<file path="src/rtl/pkg_irrigacao.sv">
// Shared irrigation definitions: estado codes, timer FSM states, BCD preset helper.
// Latency: none (constants and an elaboration-time function only).
// Backpressure: not applicable.
package pkg_irrigacao;

    localparam logic [2:0] ESTADO_GOTEJANDO = 3'b010;
    localparam logic [2:0] ESTADO_ASPERSAO  = 3'b011;
    localparam logic [2:0] ESTADO_LIMPEZA   = 3'b100;
    localparam logic [2:0] ESTADO_ERRO      = 3'b101;

    typedef enum logic {
        OCIOSO,
        CONTANDO
    } temp_fsm_t;

    // Packs the low 'digits' decimal digits of 'value' as BCD, units in [3:0].
    // The result is 16 bits wide (four digits maximum); callers slice it down.
    function automatic logic [15:0] int_to_bcd(input int value, input int digits);
        logic [15:0] r;
        int          v;
        r = '0;
        v = value;
        for (int k = 0; k < 4; k++) begin
            if (k < digits) begin
                r[4*k +: 4] = 4'(v % 10);
                v = v / 10;
            end
        end
        return r;
    endfunction

endpackage

</file>
<file path="src/rtl/bcd_decrementador.sv">
// Combinational BCD decrement by one with borrow across digits, plus a zero flag on the result.
// Latency: 0 cycles (pure combinational).
// Backpressure: none; an all-zero input passes through unchanged so the count never wraps.
module bcd_decrementador
    import pkg_irrigacao::*;
#(
    parameter int NUM_DIGITS = 2
) (
    input  logic [4*NUM_DIGITS-1:0] din,
    output logic [4*NUM_DIGITS-1:0] dout,
    output logic                    zero
);

    logic borrow;

    // Ripple the borrow from the units digit upwards; a 0 nibble under borrow becomes 9.
    always_comb begin
        dout   = din;
        borrow = |din;
        for (int k = 0; k < NUM_DIGITS; k++) begin
            if (borrow) begin
                if (din[4*k +: 4] == 4'd0) begin
                    dout[4*k +: 4] = 4'd9;
                end else begin
                    dout[4*k +: 4] = din[4*k +: 4] - 4'd1;
                    borrow         = 1'b0;
                end
            end
        end
        zero = ~|dout;
    end

endmodule

</file>
<file path="src/rtl/temporizador_estado.sv">
// Per-estado BCD countdown timer: loads a preset on estado change, decrements once per TICK_DIV enabled cycles, pulses fim at zero.
// Latency: estado change -> digitos loaded in 1 cycle; preset P expires after P*TICK_DIV enabled cycles.
// Backpressure: habilita low freezes divider and count; optional TEMPORIZADOR_PAUSA_EN adds pausa (frozen count, blinking ativo).
module temporizador_estado
    import pkg_irrigacao::*;
#(
    parameter int NUM_DIGITS       = 2,
    parameter int TICK_DIV         = 50000000,
    parameter int PRESET_GOTEJANDO = 30,
    parameter int PRESET_ASPERSAO  = 15,
    parameter int PRESET_LIMPEZA   = 5,
    parameter int PRESET_ERRO      = 10
) (
    input  logic                    clk,
    input  logic                    reset,
    input  logic [2:0]              estado,
    input  logic                    habilita,
`ifdef TEMPORIZADOR_PAUSA_EN
    input  logic                    pausa,
`endif
    output logic [4*NUM_DIGITS-1:0] digitos,
    output logic                    ativo,
    output logic                    fim
);

    localparam int W     = 4 * NUM_DIGITS;
    localparam int DIV_W = $clog2(TICK_DIV);
    localparam logic [DIV_W-1:0] DIV_MAX = DIV_W'(TICK_DIV - 1);

    localparam logic [15:0] BCD_GOT_F = int_to_bcd(PRESET_GOTEJANDO, NUM_DIGITS);
    localparam logic [15:0] BCD_ASP_F = int_to_bcd(PRESET_ASPERSAO, NUM_DIGITS);
    localparam logic [15:0] BCD_LIM_F = int_to_bcd(PRESET_LIMPEZA, NUM_DIGITS);
    localparam logic [15:0] BCD_ERR_F = int_to_bcd(PRESET_ERRO, NUM_DIGITS);
    localparam logic [W-1:0] BCD_GOT = BCD_GOT_F[W-1:0];
    localparam logic [W-1:0] BCD_ASP = BCD_ASP_F[W-1:0];
    localparam logic [W-1:0] BCD_LIM = BCD_LIM_F[W-1:0];
    localparam logic [W-1:0] BCD_ERR = BCD_ERR_F[W-1:0];

    // Reject configurations the digit field or divider cannot represent.
    generate
        if (NUM_DIGITS < 1 || NUM_DIGITS > 4) begin : g_err_digits
            $error("temporizador_estado: NUM_DIGITS must be 1..4");
        end
        if (TICK_DIV < 2) begin : g_err_div
            $error("temporizador_estado: TICK_DIV must be >= 2");
        end
        if (PRESET_GOTEJANDO >= 10**NUM_DIGITS || PRESET_ASPERSAO >= 10**NUM_DIGITS ||
            PRESET_LIMPEZA >= 10**NUM_DIGITS || PRESET_ERRO >= 10**NUM_DIGITS) begin : g_err_preset
            $error("temporizador_estado: preset does not fit in NUM_DIGITS digits");
        end
    endgenerate

    temp_fsm_t        state_q, state_d;
    logic [W-1:0]     digitos_q, digitos_d;
    logic [DIV_W-1:0] div_q, div_d, div_ref;
    logic [2:0]       estado_ant_q, estado_ant_d;
    logic             fim_q, fim_d;
    logic [W-1:0]     preset_bcd;
    logic [W-1:0]     dec_dat;
    logic             dec_zero;
    logic             mudou;
    logic             em_pausa;
`ifdef TEMPORIZADOR_PAUSA_EN
    logic             pausa_q, pausa_d;
    logic             blink_q, blink_d;
`endif

    bcd_decrementador #(.NUM_DIGITS(NUM_DIGITS)) u_dec (
        .din  (digitos_q),
        .dout (dec_dat),
        .zero (dec_zero)
    );

    assign mudou = (estado != estado_ant_q);

    // Map the current estado code to its BCD preset; unknown codes load zero.
    always_comb begin
        preset_bcd = '0;
        case (estado)
            ESTADO_GOTEJANDO: preset_bcd = BCD_GOT;
            ESTADO_ASPERSAO:  preset_bcd = BCD_ASP;
            ESTADO_LIMPEZA:   preset_bcd = BCD_LIM;
            ESTADO_ERRO:      preset_bcd = BCD_ERR;
            default:          preset_bcd = '0;
        endcase
    end

    // Next-state: a reload on estado change always beats the tick, so an abandoned count never fires fim.
    always_comb begin
        state_d      = state_q;
        digitos_d    = digitos_q;
        estado_ant_d = estado;
        fim_d        = 1'b0;
`ifdef TEMPORIZADOR_PAUSA_EN
        pausa_d  = pausa;
        blink_d  = 1'b0;
        em_pausa = pausa;
        // Leaving pause restarts the tick period from zero.
        div_ref  = (pausa_q && !pausa) ? '0 : div_q;
`else
        em_pausa = 1'b0;
        div_ref  = div_q;
`endif
        div_d = div_ref;

        if (mudou) begin
            digitos_d = preset_bcd;
            div_d     = '0;
            state_d   = (|preset_bcd) ? CONTANDO : OCIOSO;
        end else if (state_q == CONTANDO && em_pausa) begin
`ifdef TEMPORIZADOR_PAUSA_EN
            // Divider keeps running only to pace the ativo blink; digits stay frozen.
            blink_d = blink_q;
            if (habilita) begin
                if (div_q == DIV_MAX) begin
                    div_d   = '0;
                    blink_d = ~blink_q;
                end else begin
                    div_d = div_q + DIV_W'(1);
                end
            end
`endif
        end else if (state_q == CONTANDO && habilita) begin
            if (div_ref == DIV_MAX) begin
                div_d     = '0;
                digitos_d = dec_dat;
                if (dec_zero) begin
                    state_d = OCIOSO;
                    fim_d   = 1'b1;
                end
            end else begin
                div_d = div_ref + DIV_W'(1);
            end
        end
    end

    // State registers with synchronous reset.
    always_ff @(posedge clk) begin
        if (reset) begin
            state_q      <= OCIOSO;
            digitos_q    <= '0;
            div_q        <= '0;
            estado_ant_q <= 3'b000;
            fim_q        <= 1'b0;
`ifdef TEMPORIZADOR_PAUSA_EN
            pausa_q      <= 1'b0;
            blink_q      <= 1'b0;
`endif
        end else begin
            state_q      <= state_d;
            digitos_q    <= digitos_d;
            div_q        <= div_d;
            estado_ant_q <= estado_ant_d;
            fim_q        <= fim_d;
`ifdef TEMPORIZADOR_PAUSA_EN
            pausa_q      <= pausa_d;
            blink_q      <= blink_d;
`endif
        end
    end

    assign digitos = digitos_q;
    assign fim     = fim_q;
`ifdef TEMPORIZADOR_PAUSA_EN
    assign ativo   = (state_q == CONTANDO) && !blink_q;
`else
    assign ativo   = (state_q == CONTANDO);
`endif

endmodule

</file>
<file path="config.mk">
export PLATFORM = sky130hd
export DESIGN_NAME = temporizador_estado
export DESIGN_NICKNAME = d
export VERILOG_FILES = /design/src/rtl/pkg_irrigacao.sv /design/src/rtl/bcd_decrementador.sv /design/src/rtl/temporizador_estado.sv
export SDC_FILE = /design/constraint.sdc
export NUM_CORES = 1
export LEC_CHECK = 0
export ABC_AREA = 1
export CAP_MARGIN = 20
export CORE_ASPECT_RATIO = 0.75
export CORE_UTILIZATION = 63
export CTS_CLUSTER_DIAMETER = 60
export DETAILED_ROUTE_END_ITERATION = 16
export PLACE_DENSITY = 0.9
export SLEW_MARGIN = 20
export SYNTH_ARGS = -nofsm -noshare
export SYNTH_HDL_FRONTEND = slang
export SYNTH_SLANG_ARGS = --single-unit
export TNS_END_PERCENT = 50
</file>
<file path="constraint.sdc">
create_clock -name clk -period 3.2 [get_ports clk]
set_clock_uncertainty 0.15 [all_clocks]
set_input_delay 0.64 -clock clk [delete_from_list [all_inputs] [get_ports clk]]
set_output_delay 0.64 -clock clk [all_outputs]
set_load 0.02 [all_outputs]
</file>
# [Yosys cells after proc, flatten, opt, wreduce, memory -nomap -nowiden]
# Cells that the tools add are included.
[totals] register_bits=39 inputBits=6 out_inout_bits=10
[classes] n_addsub=3 n_eq_ne=7 mux=17 bitwise_logic=2 n_reduce_logical=12
[op_table] op="adder 26 x 1 -> 26 bit, second input constant" n=1
[op_table] op="== test 26 bit, second input constant" n=1
[op_table] op="2-to-1 mux 26 bit" n=1
[op_table] op="2-to-1 mux 8 bit" n=3
[op_table] op="case mux 6 bit (4 select lines)" n=1
[op_table] op="OR reduction 8 bit" n=3
[op_table] op="2-to-1 mux 4 bit" n=4
[op_table] op="zero test 4 bit" n=2
[op_table] op="2-to-1 mux 1 bit" n=8
[op_table] op="subtractor 4 x 1 -> 4 bit, second input constant" n=2
[op_table] op="== test 3 x 2 -> 1 bit, second input constant" n=2
[op_table] op="== test 3 bit, second input constant" n=2
[op_table] op="nonzero test 2 bit" n=2
[op_table] op="OR reduction 4 bit" n=1
[op_table] op="!= test 3 bit" n=1
[op_table] op="AND reduction 3 bit" n=1
[op_table] op="!= test 2 bit, second input constant" n=1
[op_table] op="NOT 1 bit" n=2
[op_table] op="AND reduction 2 bit" n=1
[op_table] op="OR reduction 2 bit" n=1
[op_table] op="logical AND 1 bit" n=1

# [Longest topological paths before layout]
[depth] word_depth=9 depth_mapped=13 mapped_depth_nobuf=12

# [Hierarchy]
# A second synthesis with hierarchy kept.
[unflattened] cells_unflattened=366 hier_area_um2=2373.5
[by_module_without_submodules] module="temporizador_estado" n_inst=1 cells_per_inst=313 area_per_inst_um2=2092.0 seq_area_each_um2=780.7
[by_module_without_submodules] module="bcd_decrementador" n_inst=1 cells_per_inst=53 area_per_inst_um2=281.5 seq_area_each_um2=0.0

# [Least setup slack after synthesis]
# Ideal clock, no wire load.
[synth_path] path_kind="input port to flip-flop" start="in habilita" end="reg digitos_q[4], in the netlist digitos[4]" setup_ps=116 arrival_time_ps=1545 required_ps=2934 slack_ps=1389 cell_stages=12 path_cell_list="nand2_4 -> inv_4 -> nand3_2 -> nor2_4 -> nand3_4 -> clkinv_4 -> nor2_8 -> nand2_4 -> buf_12 -> inv_4 -> nor2_2 -> a21oi_2"
[synth_between] elab_chain_len=3
[synth_rtl] element="start, declared" line_no="temporizador_estado.sv:17" source="input logic habilita,"
[synth_rtl] element="logical AND 1 bit" line_no="temporizador_estado.sv:123" source="end else if (state_q == CONTANDO && habilita) begin"
[synth_rtl] element="nonzero test 2 bit (no source line)"
[synth_rtl] element="AND reduction 2 bit (no source line)"
[synth_rtl] element="end signal, assigned" line_no="temporizador_estado.sv:151" source="digitos_q <= digitos_d;"
[synth_rtl] element="end, declared" line_no="temporizador_estado.sv:54" source="logic [W-1:0] digitos_q, digitos_d;"
# Every way passes these cells.
# A chain may end at the register's enable or synchronous reset.

# [Worst setup path in the final report]
# Ends and elaborated chain as after synthesis.

==> metrics <==
status complete, no violations; H-tree depth 2; post-cts sizing count 0; clock latency on the worst-skew pair roughly 0.3 ns; DRT Pass-1 Iters 5; reg-to-reg slack, setup between 1 and 1.5 ns; CTS tree yes; #FFs+latches synth 39; Post-Syn Nets between 300 and 400; Max Clk Rate roughly 0.44 GHz; min Tclk post-route 2.26 ns; Antenna Nets Post-Route 0; most common cell in the netlist nand2_1; design area 2680 µm²; unique cell type count in the Yosys netlist 38; GRT Util Overall 0.299; drt drc 0; first-pass GRT wire length 8.69 mm; IO buf count 15; post-synthesis sequential area ratio 0.329; Horiz. Die Dim ~73 µm; critical path type input port to register; sum of negative setup slack 0 ns; slew margin rel. 0.735; Clk pin slew, worst setup/hold paths 0.08 ns; Final HPWL DP slightly above 4 mm; die height 55.1 µm; Area Growth Syn to Fin 12.8%; RSZ-0062 raised after global routing no; Cells after Synth 330; CTS sink count 39; top cell type's share of synthesized area 0.329; CTS Root Cell clkbuf_8; Placed Cells roughly 390; Hold Slack between 0.3 and 0.4 ns; Fillers between 200 and 250; Core Area approximately 3400 µm²; top_reg_cell synth dfxtp_1; synth top area cells dfxtp_1, nand2_1, nor2_1, inv_1, nand3_1; CP endpoint digitos[4]; top post-synthesis cells by count nand2_1, nor2_1, inv_1, dfxtp_1, nand3_1; layout cells sized above 1 0.162; DIE AREA between 4000 and 5000 µm²; Util after Layout 0.776; Synth Warn # 0; # IOs 16; clock tree buffer depth 2; Post-synth EDFFs 0; Final setup viols 0; final cell count without fillers 401; Tcrit/Tclk final 0.706; std cell rows 18; Setup crit start kind input port; worst-path fanout max 20; post-DR wirelength/cell 13.0 µm; ant diodes 0; Worst EP arrival around 2.3 ns; CP Data Required Time ~3.2 ns; Initial Utilization 0.688; initial antenna violation count 0; Starting DRT DRC Count just over 200; mapped cell area about 2400 µm²; drt total wl around 5.2 mm; classification of the worst-slack hold path register to register; MaxCap Viol Count 0; pin count of the biggest net entering global routing 21; Peak VDD IR between 0.2 and 0.3 mV; Reg2Reg Capture Point ativo; Critical path origin habilita; Final Hold Vio Count 0; CTS Hold Buffers Added 0; via/cell ratio roughly 5.3; most area-hungry cell type in the Yosys netlist dfxtp_1; syn avg cell area ~7.2 µm²; Pins Over Slew Limit 0; instance area at placement 2560 µm²; gp weighted congestion ~0.95; vias around 2.1k; fin nets roughly 360; Pwr per Cell Area around 400 nW/µm²; worst slew pin tran just under 0.4 ns; P_leak ~1.0 nW; Reg2Reg Launch Point digitos[0]; Crit. End Element register; Num CTS Buffers 5; grt ovf 0; Reg2Reg Depth 12; vias in the first global route between 1.5k and 2k; post-synthesis async set-or-reset flop share 0; Post-CTS Setup Bufs 0
[layout by cell type, fill, tap and decap left out, types with 2 or more instances in the layout]
cell             Yosys  layout
a211oi_2             2       2
a211oi_1             2       2
o22ai_1              2       2
dfxtp_1             39      39
nand2_1             63      63
a21oi_1              9       9
nand2_2              6       6
nor3_2               5       5
inv_2                5       5
xnor2_2              3       3
nor3_1              12      12
o21ai_1              4       4
nand3_1             16      16
nor3b_2              4       4
xor2_1               5       5
inv_1               49      49
nand2_4              4       4
nor4_1               3       3
o21ai_0              9       9
xnor2_1              3       3
clkdlybuf4s50_1      0      15
ha_1                 3       3
nand4_1              7       7
nor2_1              50      50
inv_4                2       2
nor2_4               3       3
nand3_4              3       3
nor2_2               6       6
clkbuf_8             0       6
[critical path: stages]
cell and delay, ns:
clkdlybuf4s50_1 0.51, nand2_4 0.11, inv_4 0.13, nand3_2 0.10, nor2_4 0.11, nand3_4 0.09
clkinv_4 0.09, nor2_8 0.04, nand2_4 0.25, inv_4 0.09, nor2_2 0.10, a21oi_2 0.04
[worst min path at each step]
stage,cells after the start,from,end
6_report,2,digitos[7],digitos[7]
3_5_place_dp,2,digitos[7],digitos[7]
4_1_cts,2,digitos[7],digitos[7]
5_1_grt,2,div_q[24],div_q[24]
2_1_floorplan,2,div_q[24],div_q[24]
3_3_place_gp,2,digitos[7],digitos[7]
[stage by stage]
step	total power [mW]	setup WS (ns)
final	1.09	0.940
after global routing	1.13	0.843
after CTS	1.08	0.944
after detailed placement	0.664	0.642
after global placement	0.659	0.720
after floorplan	0.622	1.39
[area by class of cell]
cell class	count	area (µm²)	share of cell area
multi-input combinational	232	1340	0.501
sequential	39	781	0.292
inverter	57	224	0.0837
timing repair buffer	15	150	0.0561
clock buffer	6	82.6	0.0309
tap	50	62.6	0.0234
clock inverter	2	35.0	0.0131
[power by group]
part / leakage (nW) / internal [mW] / switching, mW / total (mW)
Sequential: 0.316 / 0.493 / 0.00935 / 0.502
Clock: 0.0612 / 0.252 / 0.179 / 0.431
Combinational: 0.669 / 0.0562 / 0.0972 / 0.153
[per-layer routing]
metal,routed length (µm),up-vias,global-route usage,part of all wire
met2,2060,71,0.444,0.40
li1,-,1088,-,-
met5,0,-,0,0
met3,410,16,0.0707,0.079
met4,95,0,0.0948,0.018
met1,2640,970,0.429,0.51
[cell families after synthesis]
group,share of synthesized area
and+or+nand+nor,0.413
buffers and inverters,0.106
DFF,0.329
AOI/OAI and AO/OA,0.0860
xor gates and xnor gates,0.0501
adders and majority gates,0.0158
[registers in the layout (all words and copies together) (netlist names)]
name	count
fim	1
digitos	8
estado_ant_q	3
ativo	1
div_q	26
No activity file was read; power rests on OpenSTA's default activity.
